## src/rtl/riot_pkg.sv

```systemverilog
// riot_pkg: shared definitions for the riot_ports I/O and timer core.
//   - register offsets for the control/status part of the map
//   - prescaler encoding and its divide-value function
//   - bit positions inside the flags and control registers
package riot_pkg;

  // Address map (0x0..0x7 are the port data/DDR pairs)
  localparam logic [1:0] REG_LOAD_HI = 2'b10;  // A[3:2] of the 0x8..0xB timer-load window
  localparam logic [3:0] REG_TIMER   = 4'hC;
  localparam logic [3:0] REG_FLAGS   = 4'hD;
  localparam logic [3:0] REG_CTRL    = 4'hE;

  // Prescaler select, taken from A[1:0] of a timer load
  typedef enum logic [1:0] {
    PRE_DIV1    = 2'd0,
    PRE_DIV8    = 2'd1,
    PRE_DIV64   = 2'd2,
    PRE_DIV1024 = 2'd3
  } presc_e;

  // Flags register (0xD) bit positions
  localparam int FLAG_TF_BIT = 7;
  localparam int FLAG_EF_BIT = 6;

  // Control register (0xE) bit positions
  localparam int CTRL_TIE_BIT  = 0;
  localparam int CTRL_EIE_BIT  = 1;
  localparam int CTRL_EPOL_BIT = 2;

  // Number of phi2 cycles per timer tick for a given prescaler
  function automatic logic [10:0] div_value(input presc_e sel);
    case (sel)
      PRE_DIV1:    div_value = 11'd1;
      PRE_DIV8:    div_value = 11'd8;
      PRE_DIV64:   div_value = 11'd64;
      PRE_DIV1024: div_value = 11'd1024;
      default:     div_value = 11'd1024;
    endcase
  endfunction

endpackage

```

## src/rtl/riot_timer.sv

```systemverilog
// riot_timer: 8-bit interval timer with selectable prescaler and timer flag.
// Ports:
//   clk, rst    phi2 clock, synchronous active-high reset
//   load_i      timer-load strobe (write to 0x8..0xB)
//   di_i        initial count for a load
//   sel_i       prescaler select for a load (presc_e encoding)
//   rd_clr_i    timer-read strobe (read of 0xC), clears TF
//   count_o     current count
//   tf_o        timer flag
module riot_timer
  import riot_pkg::*;
(
  input  logic       clk,
  input  logic       rst,
  input  logic       load_i,
  input  logic [7:0] di_i,
  input  logic [1:0] sel_i,
  input  logic       rd_clr_i,
  output logic [7:0] count_o,
  output logic       tf_o
);

  logic [7:0] count_q, count_d;
  logic [9:0] pre_q, pre_d;
  presc_e     sel_q, sel_d;
  logic       tf_q, tf_d;
  logic       tick_s;

  // Next-state: load beats everything; on underflow the flag set beats a read-clear
  always_comb begin
    tick_s  = ({1'b0, pre_q} == (div_value(sel_q) - 11'd1));
    count_d = count_q;
    pre_d   = pre_q;
    sel_d   = sel_q;
    tf_d    = tf_q;
    if (load_i) begin
      count_d = di_i;
      pre_d   = 10'd0;
      sel_d   = presc_e'(sel_i);
      tf_d    = 1'b0;
    end else begin
      if (rd_clr_i) begin
        tf_d = 1'b0;
      end else begin
        tf_d = tf_q;
      end
      if (tick_s) begin
        pre_d = 10'd0;
        if (count_q == 8'd0) begin
          // Underflow: wrap, flag, and keep ticking every cycle until reloaded
          count_d = 8'hFF;
          tf_d    = 1'b1;
          sel_d   = PRE_DIV1;
        end else begin
          count_d = count_q - 8'd1;
        end
      end else begin
        pre_d = pre_q + 10'd1;
      end
    end
  end

  // Timer state registers
  always_ff @(posedge clk) begin
    if (rst) begin
      count_q <= 8'd0;
      pre_q   <= 10'd0;
      sel_q   <= PRE_DIV1024;
      tf_q    <= 1'b0;
    end else begin
      count_q <= count_d;
      pre_q   <= pre_d;
      sel_q   <= sel_d;
      tf_q    <= tf_d;
    end
  end

  assign count_o = count_q;
  assign tf_o    = tf_q;

endmodule

```

## src/rtl/riot_ports.sv

```systemverilog
// riot_ports: parametrised RIOT-style core with 1..4 bidirectional ports,
// an interval timer and an edge-detect interrupt.
// Ports:
//   phi2, rst   clock, synchronous active-high reset
//   cs, we_n    chip select, 0 = write / 1 = read
//   A, DI       register address, write data
//   DO, OE      read data (combinational), output enable (cs & we_n)
//   PI          pin inputs, port p at [p*WIDTH +: WIDTH]
//   PO, DDR     port output and direction registers (1 = drive)
//   irq_n       registered active-low interrupt
module riot_ports
  import riot_pkg::*;
#(
  parameter int NPORTS = 2,
  parameter int WIDTH  = 8
) (
  input  logic                    phi2,
  input  logic                    rst,
  input  logic                    cs,
  input  logic                    we_n,
  input  logic [3:0]              A,
  input  logic [7:0]              DI,
  output logic [7:0]              DO,
  output logic                    OE,
  input  logic [NPORTS*WIDTH-1:0] PI,
  output logic [NPORTS*WIDTH-1:0] PO,
  output logic [NPORTS*WIDTH-1:0] DDR,
  output logic                    irq_n
);

  logic [WIDTH-1:0] po_q [NPORTS];
  logic [WIDTH-1:0] po_d [NPORTS];
  logic [WIDTH-1:0] ddr_q [NPORTS];
  logic [WIDTH-1:0] ddr_d [NPORTS];
  logic [2:0]       ctrl_q, ctrl_d;
  logic             prev_q, prev_d;
  logic             ef_q, ef_d;
  logic             irq_q, irq_d;

  // Four-entry views so that absent ports decode as all-zero
  logic [WIDTH-1:0] pi_v_s  [4];
  logic [WIDTH-1:0] po_v_s  [4];
  logic [WIDTH-1:0] ddr_v_s [4];

  logic       wr_s, rd_s, port_wr_s, load_s, tmr_rd_s, flg_rd_s;
  logic       edge_src_s, edge_s;
  logic [7:0] count_s, port_rd_s, flags_s;
  logic       tf_s;

  assign wr_s      = cs & ~we_n;
  assign rd_s      = cs & we_n;
  assign OE        = rd_s;
  assign port_wr_s = wr_s & ~A[3];
  assign load_s    = wr_s & (A[3:2] == REG_LOAD_HI);
  assign tmr_rd_s  = rd_s & (A == REG_TIMER);
  assign flg_rd_s  = rd_s & (A == REG_FLAGS);

  for (genvar gp = 0; gp < 4; gp++) begin : g_view
    if (gp < NPORTS) begin : g_live
      assign pi_v_s[gp]                = PI[gp*WIDTH +: WIDTH];
      assign po_v_s[gp]                = po_q[gp];
      assign ddr_v_s[gp]               = ddr_q[gp];
      assign PO[gp*WIDTH +: WIDTH]     = po_q[gp];
      assign DDR[gp*WIDTH +: WIDTH]    = ddr_q[gp];
    end else begin : g_absent
      assign pi_v_s[gp]  = '0;
      assign po_v_s[gp]  = '0;
      assign ddr_v_s[gp] = '0;
    end
  end

  riot_timer u_timer (
    .clk      (phi2),
    .rst      (rst),
    .load_i   (load_s),
    .di_i     (DI),
    .sel_i    (A[1:0]),
    .rd_clr_i (tmr_rd_s),
    .count_o  (count_s),
    .tf_o     (tf_s)
  );

  // Port register writes: even address = data, odd address = DDR
  always_comb begin
    for (int p = 0; p < NPORTS; p++) begin
      if (port_wr_s && (int'(A[2:1]) == p) && A[0]) begin
        ddr_d[p] = DI[WIDTH-1:0];
      end else begin
        ddr_d[p] = ddr_q[p];
      end
      if (port_wr_s && (int'(A[2:1]) == p) && !A[0]) begin
        po_d[p] = DI[WIDTH-1:0];
      end else begin
        po_d[p] = po_q[p];
      end
    end
  end

  // Control, edge flag and interrupt next-state
  always_comb begin
    edge_src_s = pi_v_s[0][WIDTH-1];
    prev_d     = edge_src_s;
    if (ctrl_q[CTRL_EPOL_BIT]) begin
      edge_s = edge_src_s & ~prev_q;
    end else begin
      edge_s = ~edge_src_s & prev_q;
    end
    if (wr_s && (A == REG_CTRL)) begin
      ctrl_d = DI[2:0];
    end else begin
      ctrl_d = ctrl_q;
    end
    // A new edge outranks the read-clear of the same cycle
    if (edge_s) begin
      ef_d = 1'b1;
    end else if (flg_rd_s) begin
      ef_d = 1'b0;
    end else begin
      ef_d = ef_q;
    end
    irq_d = ~((tf_s & ctrl_q[CTRL_TIE_BIT]) | (ef_q & ctrl_q[CTRL_EIE_BIT]));
  end

  // Port read value: driven bits from PO, input bits from the pins
  always_comb begin
    port_rd_s = 8'h00;
    if (A[0]) begin
      port_rd_s[WIDTH-1:0] = ddr_v_s[A[2:1]];
    end else begin
      port_rd_s[WIDTH-1:0] = (po_v_s[A[2:1]] & ddr_v_s[A[2:1]])
                           | (pi_v_s[A[2:1]] & ~ddr_v_s[A[2:1]]);
    end
  end

  // Read data mux
  always_comb begin
    flags_s              = 8'h00;
    flags_s[FLAG_TF_BIT] = tf_s;
    flags_s[FLAG_EF_BIT] = ef_q;
    if (!A[3]) begin
      DO = port_rd_s;
    end else begin
      case (A)
        REG_TIMER: DO = count_s;
        REG_FLAGS: DO = flags_s;
        REG_CTRL:  DO = {5'b00000, ctrl_q};
        default:   DO = 8'h00;
      endcase
    end
  end

  // Port, control, edge and interrupt registers
  always_ff @(posedge phi2) begin
    if (rst) begin
      for (int p = 0; p < NPORTS; p++) begin
        po_q[p]  <= '0;
        ddr_q[p] <= '0;
      end
      ctrl_q <= 3'b000;
      prev_q <= 1'b0;
      ef_q   <= 1'b0;
      irq_q  <= 1'b1;
    end else begin
      for (int p = 0; p < NPORTS; p++) begin
        po_q[p]  <= po_d[p];
        ddr_q[p] <= ddr_d[p];
      end
      ctrl_q <= ctrl_d;
      prev_q <= prev_d;
      ef_q   <= ef_d;
      irq_q  <= irq_d;
    end
  end

  assign irq_n = irq_q;

endmodule

```

## config.mk

```make
export PLATFORM = sky130hd
export DESIGN_NAME = riot_ports
export DESIGN_NICKNAME = d
export VERILOG_FILES = /design/src/rtl/riot_pkg.sv /design/src/rtl/riot_timer.sv /design/src/rtl/riot_ports.sv
export SDC_FILE = /design/constraint.sdc
export NUM_CORES = 1
export LEC_CHECK = 0
export CAP_MARGIN = 5
export CORE_MARGIN = 3
export CORE_UTILIZATION = 34
export DETAILED_ROUTE_END_ITERATION = 16
export PLACE_DENSITY = 0.62
export SLEW_MARGIN = 10
export SYNTH_ARGS = -nofsm -noshare
export SYNTH_HDL_FRONTEND = slang
export SYNTH_HIERARCHICAL = 1
export SYNTH_SLANG_ARGS = --single-unit
```

## constraint.sdc

```tcl
create_clock -name phi2 -period 2.6 [get_ports phi2]
set_clock_uncertainty 0.1 [all_clocks]
set_input_delay 0.26 -clock phi2 [delete_from_list [all_inputs] [get_ports phi2]]
set_output_delay 0.26 -clock phi2 [all_outputs]
set_load 0.05 [all_outputs]
```

==> flow_summary_export.csv, run 1 <==
group,metric,value,unit
synth,synthFlopType,"sky130_fd_sc_hd__dfxtp_1",
placement,finalWeightedCongestion,0.880,
synth,postSynthRegisterBits,59,
clock_network,cts_sinks,59,
clock_network,clk_pin_slew_worst_paths,0.07,ns
clock_network,clock_path_buffers,2,
route,dr_total_vias,3478,
worst_setup_path,r2r-end,"u_timer/pre_q[6]",
worst_setup_path,timing_worst_setup_path_type,"reg2reg",
route,dr.first_iter.drc_count,339,
synth,avgSynthCellArea,8.21,um2
pwr,comb_power_share,14.1,%
route,wire_per_inst,17.9,um
sta,setup_viol_count_final,0,
worst_setup_path,path_max_fanout,10,
worst_setup_path,required_time_worst_endpoint,2.72,ns
synth,synth_top_cell_area_share,35.2,%
pwr,power.density,503,nW/um2
clock_network,clock_tree.root_cell,"sky130_fd_sc_hd__clkbuf_8",
pwr,vdd_drop_max,288,uV
worst_setup_path,critical_path_data_arrival_time,2.52,ns
sta,slew_viol_final,0,
synth,yosysWarningCount,6,
synth,synth-async-reset-ratio,0,%
synth,net_count_synth,444,
sta,timing.slew.headroom,23.0,%
sta,unrepaired_setup_endpoints_after_global_routing,"no",
sta,fin_crit_sh,92.3,%
clock_network,cts_hold_buf,0,
clock_network,insertion_delay,0.34,ns
placement,number_of_port_buffers,73,
synth,synth_seq_area_share,35.2,%
worst_setup_path,critical_path_endpoint_category,"flip-flop",
route,drt_first_pass_iters,5,
floorplanning,row_count,35,
floorplanning,initial_core_util,35.7,%
hold_path,worst_hold_path.num_cells,2,
grt,grt_antenna_before_repair,0,
floorplanning,fp.dieW,105,um
clock_network,cts_post_setup_buffers_inserted,0,
finish,drive_above_1_share,17.0,%
floorplanning,io_pins,74,
synth,synth.distinct_cells,59,
clock_network,cts_htree_levels,3,
sta,final_hold_viol_count,0,
route,drtAntennaViolNets,0,
route,total_routed_length,11100,um
clock_network,cts_inserted_buffers,9,
hold_path,worst_hold_startpoint,"ctrl_q[1]",
hold_path,whs_endpoint,"ctrl_q[1]",
pwr,part_of_the_total_power_dissipated_in_the_clock_network,45.6,%
sta,hold-worst-slack,0.399,ns
grt,grt_max_degree,33,
synth,synth_edf_count,0,
finish,final_util,49.0,%
sta,period_needed,2.40,ns
clock_network,cts_tree,"yes",
synth,synthTopCellsByArea,"sky130_fd_sc_hd__dfxtp_1 (35%), sky130_fd_sc_hd__a21oi_1 (6.1%), sky130_fd_sc_hd__nand3_1 (5.8%), sky130_fd_sc_hd__o21ai_0 (4.8%), sky130_fd_sc_hd__mux2_2 (4.4%)",
pwr,power.leakage,1.58,nW
synth,postSynthCellCount,409,
floorplanning,fp.coreArea,9420,um2
finish,nets,519,
floorplanning,die_area,11100,um2
pwr,power.sequential.fraction,40.3,%
route,viasPerCell,5.63,
route,drc_violation_count_after_routing,0,
floorplanning,dieHeight,105,um
sta,worst_slew_pin_slew,1.15,ns
synth,syn_area,3360,um2
worst_setup_path,timing.rr.start,"u_timer/sel_q[0]",
worst_setup_path,cp-start-kind,"flip-flop",
worst_setup_path,r2r_setup_slack,0.20,ns
finish,antenna-diode-count,0,
placement,detailedPlacementHpwl,7910,um
sta,fmax,0.417,GHz
status,outcome,"finished, final reports clean",
worst_setup_path,r2r.worst_path.cells,5,
clock_network,post_cts_resized,0,
finish,syn_to_final_growth,37.3,%
hold_path,hold_path_class,"reg2reg",
grt,number_of_global_route_vias_before_repair,3295,
pwr,power_report.internal_total,0.00170,W
synth,synth_top_cell_by_area,"sky130_fd_sc_hd__dfxtp_1",
grt,global_routing_usage_summed_across_all_routing_layers,19.7,%
finish,filler_cell_count,891,
pwr,switchingPower,0.000614,W
grt,first_pass_grt_wire_length,17600,um
flow_run,maxCapViolations,0,
grt,total_gr_overflow,0,
pwr,switching_share,26.5,%
## worst max-delay path by stage
stage                     startpoint                to  slack [ns]  depth (start not counted)
detailed placement  u_timer/sel_q[0]  u_timer/pre_q[6]        0.20                          5
CTS                 u_timer/sel_q[0]  u_timer/pre_q[6]        0.18                          5
global route        u_timer/sel_q[0]  u_timer/pre_q[9]        0.06                          5
floorplan                       A[2]             DO[0]       -0.48                          4
finish              u_timer/sel_q[0]  u_timer/pre_q[6]        0.20                          5
global placement    u_timer/sel_q[0]  u_timer/pre_q[7]        0.26                          5
## layout by cell type, fill, tap and decap left out, drive strengths merged, types with 9 or more instances in the layout
cell type	netlist	layout
buf	18	36
clkbuf	17	9
a21oi	42	42
clkdlybuf4s50	0	63
nor2	21	21
a211oi	9	9
o21ai	42	42
nand3	39	39
dfxtp	59	59
inv	9	11
nor2b	11	11
mux2	13	13
nor3	10	10
o311ai	9	9
mux2i	10	10
nand2	21	21
## power groups by stage
stage          Clock [W]  Combinational (W)  Sequential (W)
2_1_floorplan          0           0.000166        0.000961
3_3_place_gp           0           0.000320        0.000953
3_5_place_dp           0           0.000322        0.000954
4_1_cts          0.00107           0.000323        0.000933
5_1_grt          0.00111           0.000346        0.000936
6_report         0.00106           0.000327        0.000934
## kinds of logic after synthesis
logic type	synth area share, %
buffers and inverters	6.41
DFF	35.2
and+or+nand+nor	23.2
adders and majority gates	1.12
xor gates and xnor gates	2.09
AOI/OAI and AO/OA	24.7
muxes	7.34
## metal layers
metal | wire length [um] | vias to the layer above | GRT usage (%) | share of wire [%]
met5 | 0 | - | 0 | 0
met4 | 130 | 0 | 5.15 | 1.2
met3 | 867 | 11 | 5.08 | 7.8
met2 | 5170 | 134 | 30.8 | 47
met1 | 4910 | 1677 | 26.9 | 44
li1 | - | 1656 | - | -
## through the flow
stage / setup TNS, ns / worst slack, ns / total power [W] / instance area, um2 / cells
3_5_place_dp: 0 / 0.202 / 0.00128 / 4360 / 602
2_1_floorplan: -2.38 / -0.476 / 0.00113 / 3360 / 409
4_1_cts: 0 / 0.182 / 0.00233 / 4610 / 618
3_3_place_gp: 0 / 0.256 / 0.00127 / 4360 / 602
6_report: 0 / 0.200 / 0.00232 / 4610 / 618
5_1_grt: 0 / 0.0635 / 0.00239 / 4610 / 618
## flip-flops by register name, indices dropped and copies added, names as in the netlist, 2 cells and up
signal / cells
ctrl_q: 3
ddr_q: 16
po_q: 16
u_timer/count_o: 8
u_timer/pre_q: 10
u_timer/sel_q: 2
## cell usage after synthesis, types with 5 or more instances
cell type	number
sky130_fd_sc_hd__nor2b_1	11
sky130_fd_sc_hd__nand2_1	21
sky130_fd_sc_hd__mux2_2	13
sky130_fd_sc_hd__a211oi_1	9
sky130_fd_sc_hd__o21ai_0	32
sky130_fd_sc_hd__buf_2	12
sky130_fd_sc_hd__dfxtp_1	59
sky130_fd_sc_hd__o21ai_1	10
sky130_fd_sc_hd__clkbuf_1	16
sky130_fd_sc_hd__inv_1	9
sky130_fd_sc_hd__or2_2	5
sky130_fd_sc_hd__nand3_1	39
sky130_fd_sc_hd__mux2i_1	10
sky130_fd_sc_hd__xor2_1	6
sky130_fd_sc_hd__a21oi_1	41
sky130_fd_sc_hd__o211ai_1	8
sky130_fd_sc_hd__o311ai_0	9
sky130_fd_sc_hd__nor3_1	9
sky130_fd_sc_hd__nor2_1	21
## final cells by class
| class | instances | area (um2) | share of cell area, % |
|---|---|---|---|
| multi-input cells | 306 | 1970 | 42.8 |
| flip-flops and latches | 59 | 1180 | 25.6 |
| repair buffers | 99 | 1010 | 21.9 |
| well taps | 129 | 161 | 3.50 |
| clock buffers | 9 | 124 | 2.69 |
| clock inverters | 7 | 124 | 2.69 |
| inverters | 9 | 33.8 | 0.733 |
## critical path, cell delays in order (launching register included)
cell and delay (ns):
sky130_fd_sc_hd__dfxtp_1 0.36, sky130_fd_sc_hd__or4_1 0.53, sky130_fd_sc_hd__a221o_1 0.41, sky130_fd_sc_hd__a221oi_4 0.38
sky130_fd_sc_hd__nand2b_1 0.40, sky130_fd_sc_hd__nor2_1 0.10
Note: power is estimated with default switching activity, not from simulation.
==> run 2: changes to the inputs <==
--- a/config.mk
+++ b/config.mk
@@ -5,7 +5,7 @@
 export SDC_FILE = /design/constraint.sdc
 export NUM_CORES = 1
 export LEC_CHECK = 0
-export CAP_MARGIN = 5
+export CAP_MARGIN = 20
 export CORE_MARGIN = 3
 export CORE_UTILIZATION = 34
 export DETAILED_ROUTE_END_ITERATION = 16
==> run 2 against run 1 <==
Against the previous run:
- critical path depth did not move
- sequential share of layout area barely moved
- sequential cell count did not move
- highest routed layer unchanged
==> flow_summary_export.csv, run 2 (same netlist as run 1, synthesis figures left out) <==
group,metric,value,unit
status,outcome,"finished, final reports clean",
clock_network,cts_tree,"yes",
flow_run,maxCapViolations,0,
sta,hold-worst-slack,0.397,ns
worst_setup_path,critical_path_endpoint_category,"flip-flop",
placement,finalWeightedCongestion,0.880,
sta,slew_viol_final,0,
route,wire_per_inst,18.0,um
finish,multiInputGateArea,1970,um2
floorplanning,dieHeight,105,um
sta,final_hold_viol_count,0,
finish,post_layout_cell_count,619,
finish,drive_above_1_share,17.1,%
worst_setup_path,timing_worst_setup_path_type,"reg2reg",
worst_setup_path,critical_path_data_arrival_time,2.53,ns
clock_network,post_cts_resized,0,
finish,final_util,49.0,%
clock_network,cts_htree_levels,3,
grt,global_routing_usage_summed_across_all_routing_layers,19.7,%
sta,worst_slew_pin_slew,0.745,ns
finish,mostFrequentLayoutCells,"sky130_fd_sc_hd__clkdlybuf4s50_1 (63), sky130_fd_sc_hd__dfxtp_1 (59), sky130_fd_sc_hd__a21oi_1 (41)",
finish,area.sequential,1180,um2
clock_network,clk_pin_slew_worst_paths,0.08,ns
route,dr_total_vias,3486,
finish,antenna-diode-count,0,
route,dr.first_iter.drc_count,340,
worst_setup_path,required_time_worst_endpoint,2.72,ns
pwr,power.leakage,1.59,nW
worst_setup_path,cp-start-kind,"flip-flop",
grt,number_of_global_route_vias_before_repair,3295,
route,drc_violation_count_after_routing,0,
grt,grt_antenna_before_repair,0,
pwr,power.density,502,nW/um2
finish,top_regs,"ddr_q x16, po_q x16, u_timer/pre_q x10",
clock_network,clock_path_buffers,2,
sta,unrepaired_setup_endpoints_after_global_routing,"no",
finish,filler_cell_count,889,
clock_network,insertion_delay,0.34,ns
pwr,vdd_drop_max,288,uV
finish,mostFrequentLayoutCell,"sky130_fd_sc_hd__clkdlybuf4s50_1",
placement,number_of_port_buffers,73,
sta,fin_crit_sh,92.6,%
grt,first_pass_grt_wire_length,17600,um
clock_network,cts_sinks,59,
route,drtAntennaViolNets,0,
grt,total_gr_overflow,0,
clock_network,cts_hold_buf,0,
grt,grt_max_degree,33,
clock_network,cts_post_setup_buffers_inserted,0,
hold_path,hold_path_class,"reg2reg",
route,drt_first_pass_iters,5,
route,total_routed_length,11100,um
floorplanning,die_area,11100,um2
floorplanning,initial_core_util,35.7,%
sta,timing.slew.headroom,50.3,%
floorplanning,row_count,35,
floorplanning,fp.coreArea,9420,um2
sta,setup_viol_count_final,0,
sta,fmax,0.415,GHz
placement,detailedPlacementHpwl,7910,um
floorplanning,io_pins,74,
route,viasPerCell,5.63,
clock_network,cts_inserted_buffers,9,
clock_network,clock_tree.root_cell,"sky130_fd_sc_hd__clkbuf_8",
finish,syn_to_final_growth,37.5,%
worst_setup_path,path_max_fanout,10,
finish,nets,520,
sta,period_needed,2.41,ns
pwr,power,0.00232,W
floorplanning,fp.dieW,105,um
placement,post-place-cells,602,
[run 2: changes by cell type in the layout (fill, tap and decap cells not counted), sizes merged]
cell,previous run,this run
buf,36,37
[run 2: final cells by class]
| cell class | count | share of cell area [%] |
|---|---|---|
| Clock buffer | 9 | 2.68 |
| Inverter | 9 | 0.732 |
| Multi-Input combinational cell | 306 | 42.8 |
| Timing Repair Buffer | 100 | 22.1 |
| Clock inverter | 7 | 2.68 |
| Sequential cell | 59 | 25.6 |
| Tap cell | 129 | 3.50 |
[run 2: path summary, 6_finish.rpt]
path                                        from               end  slack, ns  depth (start not counted)
worst max-delay path            u_timer/sel_q[0]  u_timer/pre_q[6]       0.19                          5
worst min register to register        po_q[0][7]        po_q[0][7]       0.40                          2
worst max register to register  u_timer/sel_q[0]  u_timer/pre_q[6]       0.19                          5
worst min-delay path                  po_q[0][7]        po_q[0][7]       0.40                          2
[run 2: metal layers]
layer | routed length (um) | global-route usage [%] | vias up
li1 | - | - | 1659
met1 | 4960 | 26.9 | 1666
met2 | 5150 | 30.8 | 147
met3 | 859 | 5.08 | 14
met4 | 148 | 5.15 | 0
met5 | 0 | 0 | -
[run 2: worst max-delay path, stage by stage (launching register included)]
cell                       delay [ns]
sky130_fd_sc_hd__dfxtp_1         0.36
sky130_fd_sc_hd__or4_1           0.53
sky130_fd_sc_hd__a221o_1         0.41
sky130_fd_sc_hd__a221oi_4        0.38
sky130_fd_sc_hd__nand2b_1        0.40
sky130_fd_sc_hd__nor2_1          0.10
[run 2: power by group]
group / switching [W] / internal [W]
Combinational: 0.000185 / 0.000143
Sequential: 0.0000166 / 0.000917
Clock: 0.000413 / 0.000645
Total: 0.000614 / 0.00170
[run 2: per-stage QoR]
stage,setup TNS [ns],area (um2),setup slack [ns]
2_1_floorplan,-2.38,3360,-0.476
3_3_place_gp,0,4360,0.256
3_5_place_dp,0,4360,0.202
4_1_cts,0,4610,0.182
5_1_grt,0,4620,0.0635
6_report,0,4620,0.193
